File: src/rtl/lcrc_pkg.sv
// Shared LCRC-32 constants and checker state encoding for the link-layer receive path.
package lcrc_pkg;

  localparam logic [31:0] LCRC_POLY_REFL = 32'hEDB88320;
  localparam logic [31:0] LCRC_INIT      = 32'hFFFFFFFF;
  localparam logic [31:0] LCRC_XOROUT    = 32'hFFFFFFFF;
  localparam int          TRAILER_BYTES  = 4;

  typedef enum logic [1:0] {
    IDLE,
    FILL,
    STREAM
  } state_t;

endpackage

File: src/rtl/lcrc32_byte_step.sv
// One byte of reflected CRC-32 (LSB first); shared with the transmit-side generator.
module lcrc32_byte_step
  import lcrc_pkg::*;
(
  input  logic [31:0] crc_in,
  input  logic [7:0]  data,
  output logic [31:0] crc_next
);

  logic [31:0] c;

  // NOTE: blocking assignments here are intentional; each loop pass feeds the next within one evaluation.
  always_comb begin
    c = crc_in ^ {24'd0, data};
    for (int i = 0; i < 8; i++) begin
      c = c[0] ? ((c >> 1) ^ LCRC_POLY_REFL) : (c >> 1);
    end
    crc_next = c;
  end

endmodule

File: src/rtl/lcrc_32_check.sv
// Receive-side LCRC checker: strips the 4-byte trailer, forwards payload with fixed
// latency and reports a per-frame verdict plus saturating good/bad frame counters.
module lcrc_32_check
  import lcrc_pkg::*;
#(
  parameter int COUNT_W     = 16,
  parameter int MIN_PAYLOAD = 1
) (
  input  logic               clk,
  input  logic               reset,
  input  logic               in_valid,
  input  logic               in_sop,
  input  logic               in_eop,
  input  logic [7:0]         in_data,
  output logic               out_valid,
  output logic               out_sop,
  output logic               out_eop,
  output logic [7:0]         out_data,
  output logic               out_abort,
  output logic               status_valid,
  output logic               crc_ok,
  output logic               len_err,
  output logic [COUNT_W-1:0] good_cnt,
  output logic [COUNT_W-1:0] bad_cnt
);

  localparam int              PAY_W   = $clog2(MIN_PAYLOAD + 1) + 1;
  localparam logic [PAY_W-1:0] PAY_MIN = PAY_W'(MIN_PAYLOAD);

  state_t             state, state_nxt;
  logic [2:0]         fill;
  logic [7:0]         dly [TRAILER_BYTES];
  logic [31:0]        crc, crc_step;
  logic [PAY_W-1:0]   pay_cnt;
  logic               emitted;
  logic               load, shift, evict, verdict, frame_err, short_frame, match;

  lcrc32_byte_step u_step (
    .crc_in   (crc),
    .data     (dly[0]),
    .crc_next (crc_step)
  );

  // The trailer sits in the delay line after the eop shift; t0 is the oldest of the four.
  assign match       = (crc_step ^ LCRC_XOROUT) == {in_data, dly[3], dly[2], dly[1]};
  assign short_frame = (pay_cnt + PAY_W'(1)) < PAY_MIN;

  // NOTE: every signal gets a default before the case so no latch is inferred.
  always_comb begin
    state_nxt = state;
    load      = 1'b0;
    shift     = 1'b0;
    evict     = 1'b0;
    verdict   = 1'b0;
    frame_err = 1'b0;
    if (in_valid) begin
      if (in_sop) begin
        load      = 1'b1;
        verdict   = (state != IDLE) || in_eop;
        frame_err = verdict;
        state_nxt = in_eop ? IDLE : FILL;
      end else begin
        case (state)
          FILL: begin
            shift = 1'b1;
            if (in_eop) begin
              verdict   = 1'b1;
              frame_err = 1'b1;
              state_nxt = IDLE;
            end else if (fill == 3'd3) begin
              state_nxt = STREAM;
            end
          end
          STREAM: begin
            shift = 1'b1;
            evict = 1'b1;
            if (in_eop) begin
              verdict   = 1'b1;
              frame_err = short_frame;
              state_nxt = IDLE;
            end
          end
          default: ;
        endcase
      end
    end
  end

  // NOTE: the delay line carries no reset; fill gating guarantees it is refilled before use.
  always_ff @(posedge clk) begin
    if (load || shift) begin
      for (int i = 0; i < TRAILER_BYTES - 1; i++) dly[i] <= dly[i+1];
      dly[TRAILER_BYTES-1] <= in_data;
    end
  end

  // NOTE: sequential state uses non-blocking assignments so every register samples pre-edge values.
  always_ff @(posedge clk) begin
    if (reset) begin
      state        <= IDLE;
      fill         <= '0;
      crc          <= LCRC_INIT;
      pay_cnt      <= '0;
      emitted      <= 1'b0;
      out_valid    <= 1'b0;
      out_sop      <= 1'b0;
      out_eop      <= 1'b0;
      out_data     <= '0;
      out_abort    <= 1'b0;
      status_valid <= 1'b0;
      crc_ok       <= 1'b0;
      len_err      <= 1'b0;
      good_cnt     <= '0;
      bad_cnt      <= '0;
    end else begin
      state        <= state_nxt;
      out_valid    <= evict;
      out_sop      <= evict && !emitted;
      out_eop      <= evict && verdict && !frame_err;
      out_data     <= evict ? dly[0] : 8'h00;
      out_abort    <= verdict && frame_err && (evict || emitted);
      status_valid <= verdict;
      crc_ok       <= verdict && !frame_err && match;
      len_err      <= verdict && frame_err;

      if (load) begin
        fill    <= 3'd1;
        crc     <= LCRC_INIT;
        pay_cnt <= '0;
      end else begin
        if (shift && state == FILL) fill <= fill + 3'd1;
        if (evict) begin
          crc <= crc_step;
          if (pay_cnt != PAY_MIN) pay_cnt <= pay_cnt + PAY_W'(1);
        end
      end

      if (load || verdict) emitted <= 1'b0;
      else if (evict)      emitted <= 1'b1;

      if (verdict) begin
        if (!frame_err && match) begin
          if (good_cnt != '1) good_cnt <= good_cnt + COUNT_W'(1);
        end else if (bad_cnt != '1) begin
          bad_cnt <= bad_cnt + COUNT_W'(1);
        end
      end
    end
  end

endmodule

File: config.mk
export PLATFORM = sky130hd
export DESIGN_NAME = lcrc_32_check
export DESIGN_NICKNAME = d
export VERILOG_FILES = /design/src/rtl/lcrc_pkg.sv /design/src/rtl/lcrc32_byte_step.sv /design/src/rtl/lcrc_32_check.sv
export SDC_FILE = /design/constraint.sdc
export NUM_CORES = 1
export LEC_CHECK = 0
export ABC_AREA = 1
export CORE_MARGIN = 3
export CORE_UTILIZATION = 53
export CTS_CLUSTER_DIAMETER = 150
export DETAILED_ROUTE_END_ITERATION = 6
export GPL_TIMING_DRIVEN = 0
export PLACE_DENSITY = 0.73
export SLEW_MARGIN = 20
export SYNTH_ARGS = -nofsm -noshare
export SYNTH_HDL_FRONTEND = slang
export SYNTH_SLANG_ARGS = --single-unit
File: constraint.sdc
create_clock -name clk -period 2.6 [get_ports clk]
set_input_delay 0.39 -clock clk [delete_from_list [all_inputs] [get_ports clk]]
set_output_delay 0.39 -clock clk [all_outputs]
set_load 0.02 [all_outputs]
* After elaboration in Yosys (flattened, before gate mapping)
Memory sizes are Yosys's and may differ from the RTL's.
Index checks and enable logic that the tools add are counted.
** Storage, ports and cells
- Register bits :: 87
- Bits in writable memories :: 32
- Input bits :: 13
- Output and inout bits :: 47
- Word-level logic and storage cells :: 103
- Memories :: 1
** Cells by class
- Add/sub/neg operators :: 4
- Magnitude comparators :: 1
- Equality and inequality tests :: 9
- Multiplexer cells :: 34
- Bitwise gates (word level) :: 12
- Reduce and logical (&&, ||, !) cells :: 26
** Memory list
- dly :: depth 4, width 8, read ports 4, clocked after Yosys merged registers in 0, write ports 4, line lcrc_32_check.sv:32 : logic [7:0] dly [TRAILER_BYTES];
** Operators with widths (count)
- $mux 32 :: 8
- $not 13->14 :: 8
- $add 16x1->16 const B :: 2
- $eq 32x32->1 :: 1
- $ne 16x16->1 const B :: 2
- $not 32->32 :: 1
- $xor 32x8->32 :: 1
- $mux 1 :: 20
- $logic_and 1x1->1 :: 9
- $mux 2 :: 4
- $reduce_or 2->1 :: 4
- $reduce_and 3->1 :: 2
- $logic_or 1x1->1 :: 4
- $ne 4x4->1 const B :: 1
- $pmux 2 s2 :: 1
- $reduce_and 4->1 :: 1
- $reduce_bool 2->1 :: 2
- $add 3x1->3 const B :: 1
- $eq 3x2->1 const B :: 1
- $ne 3x3->1 const B :: 1
- $reduce_bool 3->1 :: 1
- $add 2x1->2 const B :: 1
- $eq 2x1->1 const B :: 1
- $eq 2x2->1 const B :: 1
- other kinds (6) :: 8

* Depth between registers and ports, before layout
Gate-level depths: netlist of run 1.
An unclocked memory read counts as a cell.
- Depth in word-level cells :: 23
- Depth in mapped cells :: 23
- Gate-level depth less buffers :: 23

* By module
From an unflattened synthesis of run 1, not the netlist that was laid out.
** Second synthesis, totals
- Cell total of the unflattened synthesis :: 1073
- Area total of the unflattened synthesis :: 7090.6 µm²
** Modules (own cells, without submodules)
- lcrc_32_check :: times used 1, cells an instance 816, area each 5796.8 µm²
- lcrc32_byte_step :: times used 1, cells an instance 257, area each 1293.7 µm²

* Worst setup path after synthesis of run 1
OpenSTA, ideal clock, no wires.
- Kind :: flip-flop to flip-flop
- From :: register state[0]
- To :: memory dly[0][0] (enable)
- Library setup time :: 0.421 ns
- Arrival time :: 2.096 ns
- Data required time :: 2.179 ns
- Setup slack :: 0.082 ns
- Stages on the path, launching flop included :: 5
- Clock period less this slack :: 2.518 ns
- Path through :: dfxtp_1 > inv_1 > ha_1 > nor2_1 > nor2_1
** RTL lines
- from (decl) :: line lcrc_32_check.sv:30 : state_t state, state_nxt;
- from (signal assigned) :: line lcrc_32_check.sv:116 : state <= state_nxt;
- to (decl) :: line lcrc_32_check.sv:32

==> results of run 1 <==
[what timing repair did]
action | 4_1_cts | 5_1_grt
setup endpoints to repair | 33 | 34
resized for setup | 137 | 151
gates cloned | 2 | 0
setup buffers | 57 | 14
pin swaps | 49 | 79
[metrics by stage]
step	power, µW	utilization, %	setup TNS [ps]
floorplan	2780	-	0
global placement	3065	61.30	-38770
detailed placement	3088	61.57	-6341
CTS	5609	73.27	-40.31
global route	6140	78.43	-6571
finish	5941	78.43	-2642
[state kept, by name, indices dropped and copies added (netlist names)]
name,count
crc_ok,1
out_data,8
bad_cnt,16
out_eop,1
fill,3
out_sop,1
state,2
out_valid,1
crc,32
good_cnt,16
emitted,1
status_valid,1
len_err,1
dly,32
pay_cnt,2
out_abort,1
[area by class of cell]
| type | count | area (µm²) |
|---|---|---|
| Buffer | 20 | 98.84 |
| Multi-Input combinational cell | 790 | 4801 |
| Sequential cell | 119 | 2711 |
| Fill cell | 907 | 2778 |
| Tap cell | 172 | 215.2 |
| Timing Repair Buffer | 131 | 1230 |
| Clock buffer | 25 | 496.7 |
| Clock inverter | 7 | 67.56 |
| Inverter | 126 | 478.0 |
[routing by layer]
layer	vias up	routed length, µm	track usage [%]
met5	-	0	0
met4	0	950	11.34
met3	115	2535	6.453
met2	493	10830	47.88
met1	3625	9755	42.65
li1	3715	-	-
[power by group]
part	switching, µW	internal, µW	total [µW]
logic	1050	610	1660
registers	56.8	1980	2040
clock network	832	1420	2250
[path summary, 6_finish.rpt]
kind              slack, ps  startpoint     endpoint  depth (start not counted)
hold reg to reg         410     emitted      out_sop                          1
hold / removal          410     emitted      out_sop                          1
setup reg to reg       -140   dly[0][5]  bad_cnt[12]                         23
setup / recovery       -140   dly[0][5]  bad_cnt[12]                         23
[cell usage after synthesis, types with 2 or more instances]
cell type	count	share of area (%)
nand2_1	372	20
inv_1	108	5.7
nand3_1	107	7.5
dfxtp_1	87	25
nor2_1	74	3.9
a21oi_1	53	3.7
edfxtp_1	32	14
o21ai_0	30	2.1
nand2_2	29	2.6
nand4_1	25	2.2
clkbuf_1	16	0.85
xor2_1	16	2.0
inv_2	15	0.79
o211ai_1	10	1.1
ha_1	9	1.6
nor3_1	9	0.63
nand3b_1	8	0.85
nand2_4	7	1.1
xnor2_1	6	0.74
a21oi_2	5	0.62
nor2_4	5	0.79
nor4_1	5	0.44
clkinv_1	3	0.16
nor2_2	3	0.26
o21a_1	3	0.32
buf_6	2	0.32
nand3_4	2	0.49
or2_2	2	0.18
[worst max-delay path, stage by stage (launching register included)]
cell      delay (ps)
edfxtp_1         460
inv_2            130
nand2_2           90
nand2_4          100
buf_12           140
nand2_1           60
nand2_1          100
nand2_4           70
nand2_2           70
nand2_1           60
nand2_2           80
nand2_2           70
nor2_4           160
nand2_2           70
nor2_2           110
nand2_2           90
inv_2             60
nand2_2           60
nor2_4           120
nand2_4          100
nand3_4          110
buf_6            150
nand2_1           60
a21oi_2          110
[placed cells by master (no fill, tap or decap), types with 14 or more instances in the layout]
cell and n:
nand2_1 239, nand2_2 113, inv_1 103, nand3_1 87
dfxtp_1 82, nor2_1 61, clkdlybuf4s50_1 58, buf_4 57
a21oi_1 46, nand2_4 42, edfxtp_1 32, o21ai_0 27
nand4_1 25, clkbuf_1 20, inv_2 20, nand3_2 20
clkbuf_16 18, nand2_8 14, xor2_1 14, buf_6 14
[cell families (layout without fill, tap and decap cells)]
family / Yosys count / count (layout) / synth area share (%)
AOI/OAI and AO/OA: 105 / 105 / 8.233
xor gates and xnor gates: 22 / 22 / 2.715
DFF: 119 / 119 / 38.08
adders and majority gates: 9 / 9 / 1.587
buffers and inverters: 146 / 309 / 7.987
and+or+nand+nor: 653 / 654 / 41.40
==> out/results.tsv, run 1 <==
stage	metric	value	unit
global_routing	vias in the first global route	7165	
floorplan	Core Rows	41	
detailed_routing	WL final	24.07	mm
global_routing	GRT Util Overall	30.86	%
logic_synthesis	syn_nets	1076	
sta	final hold vios	0	
detailed_routing	Starting DRT DRC Count	1077	
placed_design	Place WS	-278.9	ps
job	Max Cap Viol	0	
detailed_routing	DRC viols	1	
floorplan	Initial Utilization	55.12	%
sta	period utilization	105.3	%
logic_synthesis	synthesized area	0.007097	mm²
sta	Final setup viols	29	
finish	ANT cells	0	
sta	setup ws final	-138.2	ps
detailed_routing	TritonRoute pass-1 iters	7	
finish	Final Non-Filler Cells	1390	
pwr	Peak supply drop	0.5106	mV
sta	Max Fclk	0.3652	GHz
sta	Max Transition Viols Final	0	
setup_path	worst-path fanout max	7	
cts	clk_lat worst skew	430	ps
placed_design	Placed Cells	1285	
cts	clock buffer depth	2	
hold_path	type of the most critical hold path	flip-flop to flip-flop	
logic_synthesis	post-synthesis average cell area	6.733	µm²
detailed_routing	post-route ant nets	0	
finish	nets	1227	
logic_synthesis	sequential area share after synthesis	38.08	%
run_status	outcome	complete, but fails checks	
setup_path	Crit path arrival time	3090	ps
pwr	pwr dens	588.3	mW/mm²
run_status	failing checks	design-rule violations, negative setup slack	
floorplan	Die ar.	0.01481	mm²
cts	cts hold-fix bufs	0	
placed_design	DP Area	0.007928	mm²
cts	CTS buffer count	17	
global_routing	pin count of the biggest net entering global routing	18	
logic_synthesis	Top FF cell, synth	dfxtp_1	
detailed_routing	vias per cell	5.718	
detailed_routing	vias	7948	
cts	root buffer cell	clkbuf_16	
pwr	Lkg Pwr	0.004600	µW
detailed_routing	average wire per standard cell	17.32	µm
floorplan	core area	0.01288	mm²
setup_path	Crit Path Class	flip-flop to flip-flop	
sta	Slew @ Worst Pin	720.0	ps
finish	area delta synth->final	42.29	%
finish	share of post-route cells with drive strength above 1	30.30	%
setup_path	startpoint types	flip-flop	
cts	CTS tree	yes	
placed_design	DP HPWL	14.82	mm
sta	worst hold slack	410.8	ps
logic_synthesis	number of distinct library cells after synthesis	39	
floorplan	# IOs	60	
sta	worst clock skew	6.079	ps
setup_path	CP Capture Type	flip-flop	
global_routing	initial antenna violation count	0	
global_routing	first-pass GRT wire length	35.57	mm
global_routing	total global routing overflow	0	
floorplan	DIE HEIGHT	121.7	µm
sta	unrepaired setup endpoints after global routing	true	
cts	clk slew on worst S/H paths	50	ps
logic_synthesis	Synth Warn #	0	
logic_synthesis	number of synthesized register bits	119	
sta	Rel. slew slack	52.00	%
cts	H-tree Lvls	4	
logic_synthesis	Mapped Cells	1054	
placed_design	Port Buffers	58	
logic_synthesis	Post-synth EDFFs	32	
finish	design area	0.01010	mm²
sta	Final min period	2738	ps
cts	clk sink count	119	
placed_design	gp weighted congestion	0.9861	
logic_synthesis	asr flop ratio synth	0	%
setup_path	worst path required time	2950	ps
floorplan	Die Wd	121.7	µm
Power figures use the tool's default switching activity.
==> inputs of run 2 (changes only) <==
- ABC_CLOCK_PERIOD_IN_PS: unset -> 2600
- CORE_MARGIN: 3 -> 4
==> out/results.tsv, run 2 (same netlist as run 1, synthesis figures left out) <==
stage	metric	value	unit
floorplan	DIE HEIGHT	123.7	µm
detailed_routing	vias	8136	
finish	biggest regs	crc (32), dly (32)	
cts	cts hold-fix bufs	0	
pwr	pwr dens	594.5	mW/mm²
floorplan	Initial Utilization	53.80	%
setup_path	worst path required time	2920	ps
finish	Multi-input gate area	0.004828	mm²
sta	setup ws final	-170.2	ps
placed_design	Port Buffers	58	
run_status	failing checks	design-rule violations, negative setup slack	
finish	nets	1244	
placed_design	DP Area	0.007933	mm²
setup_path	Worst R2R Path Depth	20	
floorplan	# IOs	60	
setup_path	Critical Path Sink	good_cnt[12]	
global_routing	total global routing overflow	0	
setup_path	startpoint types	flip-flop	
floorplan	core area	0.01319	mm²
setup_path	critical path cell sequence	inv_2 > nand2_2 > nand2_8 > nand2_4 > nand2_8 > nand2_1 > nand2_1 > nand2_1 > nand2_1 > nand2_2 > nor2_4 > nand2_1 > nor2_1 > nand2_1 > nor2_2 > nand3_4 > nor2_4 > nand3_1 > nand2_1 > nor2_1	
detailed_routing	WL final	25.53	mm
sta	Fin Setup TNS	-3126	ps
finish	most frequent cells in the layout	232 x nand2_1, 112 x nand2_2, 101 x inv_1	
finish	share of post-route cells with drive strength above 1	31.74	%
placed_design	DP HPWL	15.23	mm
cts	clock buffer depth	2	
cts	clk sink count	119	
hold_path	type of the most critical hold path	flip-flop to flip-flop	
setup_path	Crit Path Class	flip-flop to flip-flop	
sta	Rel. slew slack	43.78	%
job	Max Cap Viol	0	
finish	area delta synth->final	45.35	%
detailed_routing	Starting DRT DRC Count	992	
detailed_routing	vias per cell	5.766	
global_routing	first-pass GRT wire length	34.55	mm
setup_path	worst setup path start	dly[0][1]	
detailed_routing	DRC viols	2	
finish	most common cell after layout, fill and taps aside	nand2_1	
setup_path	R2R Setup Slk	-170	ps
hold_path	Hold Crit Depth	1	
detailed_routing	average wire per standard cell	18.09	µm
floorplan	Core Rows	42	
setup_path	worst r2r src	dly[0][1]	
cts	CTS buffer count	17	
setup_path	worst reg2reg path endpoint	good_cnt[12]	
finish	Final Util	78.20	%
pwr	Peak supply drop	0.4310	mV
run_status	outcome	complete, but fails checks	
sta	final hold vios	0	
detailed_routing	TritonRoute pass-1 iters	7	
cts	H-tree Lvls	4	
setup_path	worst-path fanout max	8	
finish	FF/Latch Area	0.002711	mm²
cts	root buffer cell	clkbuf_16	
sta	worst clock skew	9.038	ps
global_routing	GRT Util Overall	29.67	%
setup_path	CP max-delay cell	edfxtp_1	
detailed_routing	post-route ant nets	0	
finish	fill count	875	
sta	Final setup viols	32	
setup_path	Critical Path Most Common Cell	nand2_1	
setup_path	CP Capture Type	flip-flop	
sta	unrepaired setup endpoints after global routing	true	
floorplan	Die Wd	123.7	µm
sta	period utilization	106.5	%
cts	clk slew on worst S/H paths	60	ps
pwr	Lkg Pwr	0.004715	µW
setup_path	Crit path arrival time	3090	ps
global_routing	initial antenna violation count	0	
global_routing	vias in the first global route	6815	
finish	ANT cells	0	
cts	clk_lat worst skew	430	ps
sta	Slew @ Worst Pin	843.4	ps
setup_path	max incr delay on CP	450	ps
global_routing	pin count of the biggest net entering global routing	18	
sta	Max Fclk	0.3610	GHz
sta	Max Transition Viols Final	0	
sta	Final min period	2770	ps
placed_design	gp weighted congestion	1.020	
cts	CTS tree	yes	
finish	design area	0.01031	mm²
floorplan	Die ar.	0.01531	mm²
run 2: cell count changes in the layout (fill, tap and decap cells not counted), moves of 3 or more:
| cell | change |
|---|---|
| nor2_1 | +4 |
| buf_6 | +3 |
| nor2_2 | -3 |
| nand2_1 | -7 |
| buf_4 | +14 |
| nand2_4 | +8 |
run 2: worst min path at each step:
stage                       start  endpoint  slack [ps]
final                     emitted   out_sop         430
after global placement    emitted   out_sop         390
after CTS                 emitted   out_sop         430
after floorplan           emitted   out_sop         380
after detailed placement  emitted   out_sop         400
after global routing      emitted   out_sop         430
run 2: layer usage:
layer	vias up	GRT usage (%)	wire length, µm
met3	182	7.130	2602
met5	-	0	0
li1	3751	-	-
met1	3673	38.52	9535
met4	0	13.84	1886
met2	530	46.64	11500
run 2: critical path, delay by kind of cell (launching register included):
family	cells	cell delay (ps)
flops	1	450
simple gates	19	2080
buf+inv	1	130
run 2: layout make-up:
| class | count | area share, % |
|---|---|---|
| multi-input cells | 789 | 46.81 |
| flip-flops and latches | 119 | 26.29 |
| repair buffers | 149 | 13.45 |
| inverters | 126 | 4.658 |
| clock buffers | 22 | 4.500 |
| well taps | 176 | 2.135 |
| clock inverters | 10 | 1.237 |
| plain buffers | 20 | 0.9219 |
run 2: where the power goes:
part	internal, µW	switching (µW)	leakage, µW	total (µW)
clock network	1540	857	0.000293	2400
registers	1980	58.0	0.00101	2040
logic	636	1060	0.00342	1690
total	4160	1970	0.00471	6130
run 2: timing repair:
action / 4_1_cts / 5_1_grt
resized for setup: 96 / 201
cloned: 2 / 0
buffers inserted: 62 / 27
pin swaps: 48 / 54
endpoints found under the setup margin: 33 / 35
run 2: stage by stage:
| stage | power (µW) | hold WS [ps] | instances | setup WS (ps) |
|---|---|---|---|---|
| floorplan | 2780 | 384.8 | 1054 | 82.29 |
| global placement | 3061 | 391.8 | 1288 | -1094 |
| detailed placement | 3084 | 402.3 | 1289 | -311.5 |
| CTS | 5722 | 428.1 | 1385 | -33.58 |
| global route | 6318 | 433.3 | 1411 | -288.9 |
| finish | 6133 | 431.0 | 1411 | -170.2 |
